--- src/rtl/uart_frame_tx_if.sv ---
// uart_frame_tx_if: frame handshake, status and serial line of the command-frame UART transmitter
interface uart_frame_tx_if;
    logic [23:0] frame_data_i;
    logic        frame_valid_i;
    logic        frame_ready_o;
    logic        busy_o;
    logic        done_o;
    logic        uart_tx_o;

    modport master (
        output frame_data_i,
        output frame_valid_i,
        input  frame_ready_o,
        input  busy_o,
        input  done_o,
        input  uart_tx_o
    );

    modport slave (
        input  frame_data_i,
        input  frame_valid_i,
        output frame_ready_o,
        output busy_o,
        output done_o,
        output uart_tx_o
    );
endinterface

--- src/rtl/uart_frame_tx.sv ---
// uart_frame_tx: sends FF + 24-bit payload (MSB byte first) as 8N1 bytes; UART_TX_CHECKSUM_EN appends a sum byte
module uart_frame_tx #(
    parameter int CLK_FREQ = 50_000_000,
    parameter int BAUD     = 9600,
    parameter int BAUD_DIV = CLK_FREQ / BAUD
) (
    input  logic            clk_i,
    input  logic            rst_i,
    uart_frame_tx_if.slave  bus
);
    localparam int CW = (BAUD_DIV > 1) ? $clog2(BAUD_DIV) : 1;
`ifdef UART_TX_CHECKSUM_EN
    localparam int N_BYTES = 5;
`else
    localparam int N_BYTES = 4;
`endif
    localparam int BW = N_BYTES * 8;

    typedef enum logic [1:0] {IDLE, START, DATA, STOP} state_t;

    state_t        r_state, w_state_nx;
    logic [CW-1:0] r_cnt, w_cnt_nx;
    logic [2:0]    r_bit, w_bit_nx;
    logic [2:0]    r_byte, w_byte_nx;
    logic [BW-1:0] r_buf, w_buf_nx;
    logic          r_done, w_done_nx;
    logic          w_tick;
    logic          w_accept;
    logic [7:0]    w_cur;
    logic [BW-1:0] w_load;

`ifdef UART_TX_CHECKSUM_EN
    logic [7:0] w_cks;
    assign w_cks  = bus.frame_data_i[23:16] + bus.frame_data_i[15:8] + bus.frame_data_i[7:0];
    assign w_load = {8'hFF, bus.frame_data_i, w_cks};
`else
    assign w_load = {8'hFF, bus.frame_data_i};
`endif

    assign w_tick   = r_cnt == CW'(BAUD_DIV - 1);
    assign w_accept = bus.frame_valid_i && (r_state == IDLE);
    assign w_cur    = r_buf[BW-1 -: 8];

    assign bus.frame_ready_o = r_state == IDLE;
    assign bus.busy_o        = r_state != IDLE;
    assign bus.done_o        = r_done;
    assign bus.uart_tx_o     = (r_state == START) ? 1'b0 : (r_state == DATA) ? w_cur[r_bit] : 1'b1;

    // next state: the byte being sent always sits in the top of the shift buffer
    always_comb begin
        w_state_nx = r_state;
        w_cnt_nx   = (r_state == IDLE || w_tick) ? '0 : r_cnt + CW'(1);
        w_bit_nx   = r_bit;
        w_byte_nx  = r_byte;
        w_buf_nx   = r_buf;
        w_done_nx  = 1'b0;
        case (r_state)
            IDLE: begin
                if (w_accept) begin
                    w_state_nx = START;
                    w_buf_nx   = w_load;
                    w_bit_nx   = '0;
                    w_byte_nx  = '0;
                end
            end
            START: w_state_nx = w_tick ? DATA : START;
            DATA: begin
                if (w_tick) begin
                    w_bit_nx   = r_bit + 3'd1;
                    w_state_nx = (r_bit == 3'd7) ? STOP : DATA;
                end
            end
            default: begin
                if (w_tick) begin
                    if (r_byte == 3'(N_BYTES - 1)) begin
                        w_state_nx = IDLE;
                        w_done_nx  = 1'b1;
                    end else begin
                        w_state_nx = START;
                        w_byte_nx  = r_byte + 3'd1;
                        w_buf_nx   = r_buf << 8;
                    end
                end
            end
        endcase
    end

    // state register; reset abandons any frame in flight
    always_ff @(posedge clk_i) begin
        if (rst_i) begin
            r_state <= IDLE;
            r_cnt   <= '0;
            r_bit   <= '0;
            r_byte  <= '0;
            r_buf   <= '0;
            r_done  <= 1'b0;
        end else begin
            r_state <= w_state_nx;
            r_cnt   <= w_cnt_nx;
            r_bit   <= w_bit_nx;
            r_byte  <= w_byte_nx;
            r_buf   <= w_buf_nx;
            r_done  <= w_done_nx;
        end
    end
endmodule

--- src/flat_wrapper.sv ---
// flat-port wrapper written by rule: the top's interface ports become plain ports
module uart_frame_tx_flat 
#(
    parameter int CLK_FREQ = 50_000_000,
    parameter int BAUD     = 9600,
    parameter int BAUD_DIV = CLK_FREQ / BAUD
)
  (clk_i, rst_i, bus_frame_data_i, bus_frame_valid_i, bus_frame_ready_o, bus_busy_o, bus_done_o, bus_uart_tx_o);
  uart_frame_tx_if bus_i ();
  input  logic clk_i;
  input  logic rst_i;
  input wire logic [$bits(bus_i.frame_data_i)-1:0] bus_frame_data_i;
  input wire logic [$bits(bus_i.frame_valid_i)-1:0] bus_frame_valid_i;
  output wire logic [$bits(bus_i.frame_ready_o)-1:0] bus_frame_ready_o;
  output wire logic [$bits(bus_i.busy_o)-1:0] bus_busy_o;
  output wire logic [$bits(bus_i.done_o)-1:0] bus_done_o;
  output wire logic [$bits(bus_i.uart_tx_o)-1:0] bus_uart_tx_o;
  assign bus_i.frame_data_i = bus_frame_data_i;
  assign bus_i.frame_valid_i = bus_frame_valid_i;
  assign bus_frame_ready_o = bus_i.frame_ready_o;
  assign bus_busy_o = bus_i.busy_o;
  assign bus_done_o = bus_i.done_o;
  assign bus_uart_tx_o = bus_i.uart_tx_o;
  uart_frame_tx #(.CLK_FREQ(CLK_FREQ), .BAUD(BAUD), .BAUD_DIV(BAUD_DIV)) u_core (.clk_i(clk_i), .rst_i(rst_i), .bus(bus_i));
endmodule
--- config.mk ---
export PLATFORM = sky130hd
export DESIGN_NAME = uart_frame_tx_flat
export DESIGN_NICKNAME = d
export VERILOG_FILES = /design/src/rtl/uart_frame_tx_if.sv /design/src/rtl/uart_frame_tx.sv /design/src/flat_wrapper.sv
export SDC_FILE = /design/constraint.sdc
export NUM_CORES = 1
export LEC_CHECK = 0
export CAP_MARGIN = 20
export CELL_PAD_IN_SITES_DETAIL_PLACEMENT = 1
export CELL_PAD_IN_SITES_GLOBAL_PLACEMENT = 2
export CORE_MARGIN = 2
export CORE_UTILIZATION = 37
export CTS_CLUSTER_DIAMETER = 120
export DETAILED_ROUTE_END_ITERATION = 10
export MAX_ROUTING_LAYER = met4
export PLACE_DENSITY_LB_ADDON = 0.1
export SETUP_SLACK_MARGIN = 0.15
export SYNTH_ARGS = -nofsm -noshare
export SYNTH_HDL_FRONTEND = slang
export SYNTH_SLANG_ARGS = --single-unit
--- constraint.sdc ---
create_clock -name clk_i -period 4.7 [get_ports clk_i]
set_input_delay 0.47 -clock clk_i [delete_from_list [all_inputs] [get_ports clk_i]]
set_output_delay 0.47 -clock clk_i [all_outputs]
set_load 0.02 [all_outputs]
**Word-level counts from Yosys, hierarchy flattened**

Cells that the tools add are included.

- Add/subtract/negate cells: 3
- Multiplexer cells: 22
- Reduce and logical (&&, ||, !) cells: 13
- $lt $le $gt $ge: 1
- Equality and inequality tests: 8
- Bitwise gates (word level): 2

Operators with widths:

| cell | number |
|---|---|
| $mux 32 | 3 |
| $pmux 32 s2 | 1 |
| $add 13x1->13 const B | 1 |
| $eq 13x13->1 const B | 1 |
| $mux 3 | 4 |
| $pmux 3 s2 | 2 |
| $mux 2 | 4 |
| $add 3x1->3 const B | 2 |
| $mux 1 | 6 |
| $pmux 2 s3 | 1 |
| $reduce_and 3->1 | 2 |
| $reduce_bool 2->1 | 3 |
| $reduce_or 5->1 | 1 |
| $lt 3x4->1 const B | 1 |
| $ne 2x1->1 const B | 2 |
| $reduce_and 4->1 | 1 |
| $reduce_or 2->1 | 2 |
| $bmux 1 s3 | 1 |
| $eq 3x2->1 const B | 1 |
| $eq 3x3->1 const B | 1 |
| $reduce_bool 3->1 | 1 |
| $eq 2x1->1 const B | 1 |
| $eq 2x2->1 const B | 1 |
| $logic_not 2->1 | 1 |
| other kinds (4) | 5 |

- Output and inout bits: 4
- Bits in registers: 54
- Word-level logic and storage cells: 55

**Logic depth before layout (Yosys ltp)**

Gate-level depths: netlist of the first run.

- Word-level depth: 4
- Gate-level depth with buffers: 9
- Gate-level depth less buffers: 6

**Worst setup path before layout of the first run**

No wires, ideal clock.

- Path type: flip-flop to flip-flop
- Start point: register u_core.r_state[0]
- End point: register u_core.r_buf[21]
- Library setup time: 0.086 ns
- Stages on the path, launching flop included: 10
- Path buffers: 3
- Slack: 2.585 ns
- Required time: 4.614 ns
- Data arrival time: 2.029 ns
- Clock period less this slack: 2.115 ns
- Cells stage by stage: dfxtp_1 inv_1 ha_1 buf_2 inv_1 a211oi_1 clkbuf_1 buf_2 a21oi_1 a211oi_1

- Cells in the longest elaborated chain, start to end: 4
- Elaborated cells between the ends (all ways): 11
- Those cells by class: eq/ne: 4; mux: 1; bitwise: 1; reduce/logical: 5

RTL lines:

| what | line | text |
|---|---|---|
| start: declaration | uart_frame_tx.sv:21 | `state_t r_state, w_state_nx;` |
| start signal: assignment | uart_frame_tx.sv:98 | `r_state <= w_state_nx;` |
| $logic_not 2->1 (*) | -- |  |
| net bus_frame_ready_o | flat_wrapper.sv:14 | `output wire logic [$bits(bus_i.frame_ready_o)-1:0] bus_frame_ready_o;` |
| $logic_and 1x1->1 | uart_frame_tx.sv:41 | `assign w_accept = bus.frame_valid_i && (r_state == IDLE);` |
| $ne 2x1->1 (no source line) | -- |  |
| $reduce_and 4->1 (no source line) | -- |  |
| end signal: assignment | uart_frame_tx.sv:102 | `r_buf <= w_buf_nx;` |
| end: declaration | uart_frame_tx.sv:25 | `logic [BW-1:0] r_buf, w_buf_nx;` |

Mark *: on every way through the listed nets, which the timed path passes. The rest lies on a longest branch.
A chain may end at the register's enable or synchronous reset.

**Final worst setup path of the first run**

- Start point: register u_core.r_state[0]
- End point: register u_core.r_byte[1]

- Cells in the longest elaborated chain, start to end: 4
- Elaborated cells between the ends (all ways): 11
- Those cells by class: eq/ne: 4; mux: 1; bitwise: 1; reduce/logical: 5

RTL lines:

| what | line | text |
|---|---|---|
| $logic_not 2->1, or another cell as far along | uart_frame_tx.sv:41, uart_frame_tx.sv:57 |  |
| $logic_and 1x1->1 / $reduce_or 2->1 (equally long branches) | -- |  |
| $ne 2x1->1 (no source line) / $not 1->1 (equally long branches) | -- |  |
| $reduce_and 4->1 (no source line) | -- |  |
| end signal: assignment | uart_frame_tx.sv:101 | `r_byte <= w_byte_nx;` |
| end: declaration | uart_frame_tx.sv:24 | `logic [2:0] r_byte, w_byte_nx;` |

Parallel ways exist; a longest one is shown, timed or not.

==> impl_metrics.env, run 1 <==
export IMPL_io_pins=31
export IMPL_final_core_util=0.461
export IMPL_layout_drive_gt1_share=0.0842
export IMPL_drc_errors=0
export IMPL_numCtsBuffers=5
export IMPL_path_max_fanout=35
export IMPL_routedWlPerCell_um=15.7
export IMPL_drt_total_wl_um=5670
export IMPL_clk_pin_slew_ns=0.10
export IMPL_fin_crit_ns=2.79
export IMPL_gr_total_overflow=0
export IMPL_maxCapViolCount=0
export IMPL_synth_top_cell_area_share=0.432
export IMPL_worstPathRequired_ns=4.95
export IMPL_place_congestion=0.740
export IMPL_grt_pass1_vias=1904
export IMPL_cts_resized=0
export IMPL_cts_root_buf="clkbuf_8"
export IMPL_dp_hpwl_um=3750
export IMPL_fp_dieH_um=86.3
export IMPL_hold_depth=2
export IMPL_synth_top_cell_by_area="dfxtp_1"
export IMPL_seq_area_frac_synth=0.432
export IMPL_postCtsHoldBufs=0
export IMPL_worst_clock_skew_ns=0.00667
export IMPL_endpoint_kind="flip-flop"
export IMPL_syn_inst=260
export IMPL_rsz0062_at_grt="false"
export IMPL_min_path_type="reg -> reg"
export IMPL_vias=1946
export IMPL_layout_common_cells="dfxtp_1 (54), clkdlybuf4s50_1 (30), a21oi_1 (27), nor2_1 (26), a211oi_1 (21)"
export IMPL_insertion_delay_ns=0.30
export IMPL_grt_antenna_before_repair=0
export IMPL_antennaDiodeCount=0
export IMPL_core_sq_um=6460
export IMPL_start_kind="flip-flop"
export IMPL_netlist_area_sq_um=2500
export IMPL_final_hold_viol_count=0
export IMPL_port_buffers=30
export IMPL_report_final_setup_viol=0
export IMPL_std_cell_rows=29
export IMPL_holdWs_ns=0.482
export IMPL_die_w_um=86.3
export IMPL_grt_use_total=0.164
export IMPL_h_tree_depth=2
export IMPL_synth_distinct_cells=41
export IMPL_critPathArrivalTime_ns=3.04
export IMPL_irDropWorstVdd_v=0.000206
export IMPL_syn_to_final_growth_pct=18.8
export IMPL_fillers=766
export IMPL_via_per_inst=5.38
export IMPL_fmax_mhz=358
export IMPL_fin_setup_tns_ns=0
export IMPL_grt_max_degree=36
export IMPL_power_density_nw_per_um2=526
export IMPL_final_nets=321
export IMPL_cts_tree="done"
export IMPL_clock_sinks=54
export IMPL_first_pass_iters=4
export IMPL_status="finished, final reports clean"
export IMPL_tightest_slew_ns=0.794
export IMPL_start_util=0.388
export IMPL_cts_setup_buffers=0
export IMPL_grt_pass1_wl_um=9470
export IMPL_worstRegToRegCells=9
export IMPL_cts_path_max_buffers=2
export IMPL_worstSetupPathType="reg -> reg"
export IMPL_finalCritPeriodShare=0.594
export IMPL_syn_nets=296
export IMPL_p_leak_nw=1.11
export IMPL_slew_viol_final=0
export IMPL_ys_ff_latch=54
export IMPL_synth_avg_cell_area_sq_um=9.63
export IMPL_final_antenna_net_count=0
export IMPL_die_area_sq_um=7440
export IMPL_drtIter0Drc=82
export IMPL_relSlewSlack=0.471
export IMPL_ys_top_cells_by_area="dfxtp_1 (43%), mux2i_1 (7.2%), a211oi_1 (6.6%), a21oi_1 (5.4%), ha_1 (4.5%)"
export IMPL_final_common_cell="dfxtp_1"
export IMPL_ys_warn_count=0
## sequential cells by signal, summed over array words and instances, names as in the netlist
register / cells
u_core.r_buf: 32
u_core.r_cnt: 13
u_core.r_bit: 3
u_core.r_byte: 3
u_core.r_state: 2
u_core.bus.done_o: 1
## Yosys cell counts
library cell and count:
o21ai_0 2, a21oi_1 27, nand2_1 8, and2_1 1, o2111ai_1 1, buf_4 3
clkbuf_1 7, buf_6 2, nand4_1 1, a211oi_1 22, nand2b_1 1, and3_1 1
xnor2_1 9, dfxtp_1 54, o31ai_2 1, buf_2 5, buf_1 1, nor3_1 7
inv_1 10, a22o_2 1, a31oi_1 1, nor3b_1 1, a221o_1 1, nand4b_1 1
a41o_1 1, ha_1 9, xor2_1 2, nand4bb_2 1, a211oi_2 4, nor4_1 4
nand3_1 8, or3_1 1, nor2b_1 1, a32o_1 2, and4_1 1, mux2i_1 18
or4b_4 1, o31ai_1 2, mux4_2 2, a22o_1 9, nor2_1 26
## per-layer routing
metal  track usage  up-vias  part of all wire
li1              -      999                 -
met1         0.236      918              0.53
met2         0.235       25              0.44
met3        0.0333        4             0.024
met4        0.0469        0             0.010
met5             -        -                 0
## where the power goes
group	switching (mW)	internal [mW]
Clock	0.151	0.171
Combinational	0.359	0.255
Sequential	0.0625	0.568
Total	0.572	0.994
## cell families (layout without fill, tap and decap cells)
family,count (synthesis),in the layout,share of synthesized area
compound gates,74,74,0.212
simple gates,64,64,0.128
buf+inv,28,53,0.0549
mux,20,20,0.0899
fa+ha+maj,9,9,0.0450
xor+xnor,11,11,0.0385
flops,54,54,0.432
## metrics by stage
step | std cells | instance area, sq um | setup WS, ns | power, mW
floorplan | 260 | 2500 | 2.58 | 1.11
CTS | 361 | 2970 | 1.56 | 1.58
finish | 362 | 2980 | 1.91 | 1.57
global placement | 353 | 2850 | 1.65 | 1.24
detailed placement | 354 | 2850 | 1.58 | 1.25
global route | 362 | 2980 | 1.64 | 1.68
## worst max-delay path, cell delays in order, from the launching register on
cell and delay [ns]:
dfxtp_1 0.36, inv_1 0.09, ha_1 0.15, buf_4 0.41, inv_1 0.26, a211oi_2 0.23, buf_4 0.34, and2_1 0.44
buf_6 0.25, a41o_1 0.19
## final timing paths
| kind | slack, ns | from | end |
|---|---|---|---|
| max | 1.91 | u_core.r_state[0] | u_core.r_byte[1] |
| min | 0.48 | u_core.r_byte[2] | u_core.r_byte[2] |
| max reg2reg | 1.91 | u_core.r_state[0] | u_core.r_byte[1] |
| min reg2reg | 0.48 | u_core.r_byte[2] | u_core.r_byte[2] |
## area by class of cell
cell class / count / area [sq um] / area share
sequential: 54 / 1080 / 0.363
clock buffer: 6 / 82.6 / 0.0277
timing repair buffer: 36 / 349 / 0.117
inverter: 10 / 37.5 / 0.0126
tap: 77 / 96.3 / 0.0324
clock inverter: 1 / 30.0 / 0.0101
multi-input combinational: 178 / 1300 / 0.437
Power figures use the tool's default switching activity.
==> run 2, diff against run 1 <==
--- a/config.mk
+++ b/config.mk
@@ -9,7 +9,7 @@
 export CELL_PAD_IN_SITES_DETAIL_PLACEMENT = 1
 export CELL_PAD_IN_SITES_GLOBAL_PLACEMENT = 2
 export CORE_MARGIN = 2
-export CORE_UTILIZATION = 37
+export CORE_UTILIZATION = 31
 export CTS_CLUSTER_DIAMETER = 120
 export DETAILED_ROUTE_END_ITERATION = 10
 export MAX_ROUTING_LAYER = met4
==> constraint.sdc (replaced) <==
create_clock -name clk_i -period 2.4 [get_ports clk_i]
set_input_delay 0.24 -clock clk_i [delete_from_list [all_inputs] [get_ports clk_i]]
set_output_delay 0.24 -clock clk_i [all_outputs]
set_load 0.02 [all_outputs]
==> impl_metrics.env, run 2 (synthesis gave the netlist of run 1 again) <==
export IMPL_cts_path_max_buffers=2
export IMPL_final_hold_viol_count=0
export IMPL_min_path_type="reg -> reg"
export IMPL_swShare=0.386
export IMPL_report_final_setup_viol=0
export IMPL_p_leak_nw=1.14
export IMPL_seqPwrFrac=0.409
export IMPL_fin_crit_ns=2.07
export IMPL_p_comb_frac=0.417
export IMPL_reg_top3="u_core.r_buf (32), u_core.r_cnt (13)"
export IMPL_rsz0062_at_grt="false"
export IMPL_path_max_fanout=11
export IMPL_maxCapViolCount=0
export IMPL_relSlewSlack=0.604
export IMPL_cts_tree="done"
export IMPL_vias=2029
export IMPL_endpoint_kind="output pin"
export IMPL_final_antenna_net_count=0
export IMPL_p_clk_frac=0.174
export IMPL_gr_total_overflow=0
export IMPL_die_area_sq_um=8820
export IMPL_grt_max_degree=25
export IMPL_grt_use_total=0.155
export IMPL_io_pins=31
export IMPL_routedWlPerCell_um=15.7
export IMPL_start_kind="flip-flop"
export IMPL_via_per_inst=5.15
export IMPL_irDropWorstVdd_v=0.000244
export IMPL_std_cell_rows=32
export IMPL_drt_total_wl_um=6200
export IMPL_worstPathRequired_ns=2.16
export IMPL_grt_antenna_before_repair=0
export IMPL_multi_input_area_sq_um=1300
export IMPL_worst_clock_skew_ns=0.0105
export IMPL_finalCritPeriodShare=0.862
export IMPL_die_w_um=93.9
export IMPL_largest_register="u_core.r_buf"
export IMPL_fp_dieH_um=93.9
export IMPL_ff_latch_area_sq_um=1080
export IMPL_power_mw=3.03
export IMPL_port_buffers=30
export IMPL_largest_reg_flops=32
export IMPL_layout_drive_gt1_share=0.113
export IMPL_fmax_mhz=483
export IMPL_antennaDiodeCount=0
export IMPL_first_pass_iters=4
export IMPL_clk_pin_slew_ns=0.10
export IMPL_place_congestion=0.716
export IMPL_grt_pass1_vias=2070
export IMPL_cts_root_buf="clkbuf_8"
export IMPL_slew_viol_final=0
export IMPL_intPower_mw=1.86
export IMPL_postCtsHoldBufs=0
export IMPL_clock_sinks=54
export IMPL_status="finished, final reports clean"
export IMPL_fin_setup_tns_ns=0
export IMPL_insertion_delay_ns=0.32
export IMPL_numCtsBuffers=5
export IMPL_switching_power_mw=1.17
export IMPL_final_common_cell="dfxtp_1"
export IMPL_critPathArrivalTime_ns=1.83
export IMPL_worstSetupPathType="reg -> out"
export IMPL_drc_errors=0
export IMPL_grt_pass1_wl_um=10500
export IMPL_fillers=911
export IMPL_cts_setup_buffers=0
export IMPL_dp_hpwl_um=4300
export IMPL_drtIter0Drc=56
export IMPL_tightest_slew_ns=0.589
export IMPL_layout_common_cells="dfxtp_1 (53), clkdlybuf4s50_1 (28), a21oi_1 (27), nor2_1 (26), a211oi_1 (21)"
export IMPL_start_util=0.322
export IMPL_syn_to_final_growth_pct=20.9
export IMPL_final_nets=327
export IMPL_h_tree_depth=2
export IMPL_core_sq_um=7770
export IMPL_power_density_nw_per_um2=1000
run 2: worst paths after layout:
check / startpoint / endpoint / slack, ns / depth (start not counted)
setup / recovery: u_core.r_state[0] / bus_frame_ready_o / 0.33 / 4
hold / removal: u_core.r_cnt[0] / u_core.r_cnt[0] / 0.48 / 1
setup reg to reg: u_core.r_cnt[9] / u_core.r_bit[2] / 0.38 / 4
hold reg to reg: u_core.r_cnt[0] / u_core.r_cnt[0] / 0.48 / 1
run 2: final cells by class:
cell class                      instances  share of cell area
Clock buffer                            5              0.0227
Clock inverter                          3             0.00620
Inverter                               10              0.0124
Multi-Input combinational cell        178               0.430
Sequential cell                        54               0.357
Tap cell                              102              0.0421
Timing Repair Buffer                   42               0.129
run 2: what timing repair did:
action / 4_1_cts / 5_1_grt
setup endpoints to repair: 1 / 1
resized for setup: 2 / 1
hold endpoints to repair: 0 / 0
run 2: stage by stage:
step	hold WS (ns)	utilization	worst slack (ns)	cell area, sq um	std cells
after floorplan	0.373	-	0.285	2500	260
after global placement	0.445	0.378	0.424	2940	386
after detailed placement	0.459	0.378	0.409	2940	386
after CTS	0.486	0.390	0.212	3030	394
after global routing	0.499	0.390	0.250	3030	394
final	0.479	0.390	0.330	3030	394
run 2: worst max-delay path, stage by stage (launching register included):
cell,delay [ns]
dfxtp_1,0.37
inv_1,0.10
ha_2,0.22
buf_4,0.21
clkdlybuf4s50_1,0.63
run 2: power by group through the flow:
stage / Sequential (mW) / Combinational (mW) / Clock [mW]
floorplan: 1.22 / 0.952 / 0
global placement: 1.26 / 1.27 / 0
detailed placement: 1.26 / 1.30 / 0
CTS: 1.24 / 1.29 / 0.556
global route: 1.27 / 1.42 / 0.588
finish: 1.24 / 1.26 / 0.528
run 2: routing by layer:
metal,track usage,routed length (um),up-vias
met4,0.0435,79,0
met1,0.216,3250,985
met5,-,0,-
li1,-,-,1015
met3,0.0265,126,7
met2,0.232,2740,22
==> run 3, diff against run 2 <==
--- a/config.mk
+++ b/config.mk
@@ -10,6 +10,7 @@
 export CELL_PAD_IN_SITES_GLOBAL_PLACEMENT = 2
 export CORE_MARGIN = 2
 export CORE_UTILIZATION = 31
+export CTS_BUF_LIST = sky130_fd_sc_hd__clkbuf_16
 export CTS_CLUSTER_DIAMETER = 120
 export DETAILED_ROUTE_END_ITERATION = 10
 export MAX_ROUTING_LAYER = met4
==> impl_metrics.env, run 3 (synthesis gave the netlist of run 1 again) <==
export IMPL_grt_max_degree=25
export IMPL_final_core_util=0.397
export IMPL_via_per_inst=5.08
export IMPL_final_common_cell="dfxtp_1"
export IMPL_irDropWorstVdd_v=0.000356
export IMPL_power_mw=3.25
export IMPL_reg2reg_slack_ns=0.39
export IMPL_antennaDiodeCount=0
export IMPL_core_sq_um=7770
export IMPL_fp_dieH_um=93.9
export IMPL_fillers=900
export IMPL_dp_cells=386
export IMPL_clk_pin_slew_ns=0.07
export IMPL_syn_to_final_growth_pct=23.0
export IMPL_fmax_mhz=469
export IMPL_timing_rr_start="u_core.r_cnt[9]"
export IMPL_std_cell_rows=32
export IMPL_routedWlPerCell_um=15.8
export IMPL_cts_root_buf="clkbuf_16"
export IMPL_dp_hpwl_um=4300
export IMPL_final_hold_viol_count=0
export IMPL_layout_drive_gt1_share=0.110
export IMPL_numCtsBuffers=5
export IMPL_start_kind="flip-flop"
export IMPL_crit_path_start="u_core.r_state[0]"
export IMPL_worstPathRequired_ns=2.16
export IMPL_final_nets=327
export IMPL_gr_total_overflow=0
export IMPL_start_util=0.322
export IMPL_power_density_nw_per_um2=1050
export IMPL_path_max_fanout=6
export IMPL_port_buffers=30
export IMPL_grt_pass1_wl_um=10500
export IMPL_ff_latch_area_sq_um=1080
export IMPL_first_pass_iters=4
export IMPL_worstRegToRegCells=4
export IMPL_h_tree_depth=2
export IMPL_io_pins=31
export IMPL_insertion_delay_ns=0.29
export IMPL_final_cells=394
export IMPL_min_delay_start="u_core.r_buf[7]"
export IMPL_relSlewSlack=0.600
export IMPL_fin_crit_ns=2.13
export IMPL_cp_endpoint="bus_busy_o"
export IMPL_clock_sinks=54
export IMPL_reg_top3="u_core.r_buf (32), u_core.r_cnt (13)"
export IMPL_status="finished, final reports clean"
export IMPL_min_path_type="reg -> reg"
export IMPL_report_final_setup_viol=0
export IMPL_drtIter0Drc=60
export IMPL_worstSetupPathType="reg -> out"
export IMPL_place_congestion=0.716
export IMPL_fin_setup_tns_ns=0
export IMPL_drc_errors=0
export IMPL_postCtsHoldBufs=0
export IMPL_cts_tree="done"
export IMPL_grt_antenna_before_repair=0
export IMPL_die_w_um=93.9
export IMPL_final_antenna_net_count=0
export IMPL_slew_viol_final=0
export IMPL_drt_total_wl_um=6210
export IMPL_r2r_end="u_core.r_bit[2]"
export IMPL_cts_path_max_buffers=2
export IMPL_grt_use_total=0.155
export IMPL_largest_register="u_core.r_buf"
export IMPL_die_area_sq_um=8820
export IMPL_vias=2003
export IMPL_rsz0062_at_grt="false"
export IMPL_p_leak_nw=1.16
export IMPL_maxCapViolCount=0
export IMPL_finalCritPeriodShare=0.888
export IMPL_tightest_slew_ns=0.595
export IMPL_multi_input_area_sq_um=1300
export IMPL_holdWs_ns=0.474
export IMPL_grt_pass1_vias=2069
export IMPL_worst_clock_skew_ns=0.00906
export IMPL_critPathArrivalTime_ns=1.89
export IMPL_largest_reg_flops=32
export IMPL_layout_common_cells="dfxtp_1 (54), clkdlybuf4s50_1 (29), a21oi_1 (27), nor2_1 (26), a211oi_1 (21)"
export IMPL_endpoint_kind="output pin"
run 3: worst max-delay path: stages, from the launching register on:
cell	delay, ns
dfxtp_1	0.41
inv_1	0.09
ha_2	0.22
inv_1	0.22
clkdlybuf4s50_1	0.66
run 3: area by class of cell:
type                       instances  area share
timing repair buffer              42       0.126
multi-input combinational        178       0.423
tap                              102      0.0414
clock inverter                     3     0.00609
sequential                        54       0.351
inverter                          10      0.0122
clock buffer                       5      0.0406
run 3: where the power goes:
part | switching (mW) | leakage [nW] | internal [mW] | total [mW]
clock | 0.344 | 0.0740 | 0.388 | 0.732
combinational | 0.729 | 0.640 | 0.543 | 1.27
sequential | 0.128 | 0.442 | 1.11 | 1.24
run 3: worst min-delay path by stage:
stage | depth (start not counted) | slack, ns | endpoint
floorplan | 1 | 0.37 | u_core.r_buf[0]
global placement | 1 | 0.45 | u_core.r_cnt[0]
detailed placement | 1 | 0.46 | u_core.r_buf[7]
CTS | 1 | 0.48 | u_core.r_cnt[0]
global route | 1 | 0.49 | u_core.r_buf[4]
finish | 1 | 0.47 | u_core.r_buf[7]
run 3: per-layer routing:
metal | vias to the layer above | track usage | part of all wire | wire length (um)
met4 | 0 | 0.0411 | 0.011 | 70
met5 | - | - | 0 | 0
li1 | 1015 | - | - | -
met3 | 6 | 0.0305 | 0.021 | 130
met1 | 962 | 0.215 | 0.53 | 3270
met2 | 20 | 0.232 | 0.44 | 2740
run 3: timing repair:
item / CTS / global route
hold endpoints to repair: 0 / 0
endpoints found under the setup margin: 1 / 0
setup buffers: 0 / 0
resized for setup: 1 / 0
run 3: metrics by stage:
| stage | setup WS [ns] | area, sq um |
|---|---|---|
| after floorplan | 0.285 | 2500 |
| after global placement | 0.424 | 2940 |
| after detailed placement | 0.409 | 2940 |
| after CTS | 0.245 | 3080 |
| after global routing | 0.158 | 3080 |
| final | 0.268 | 3080 |
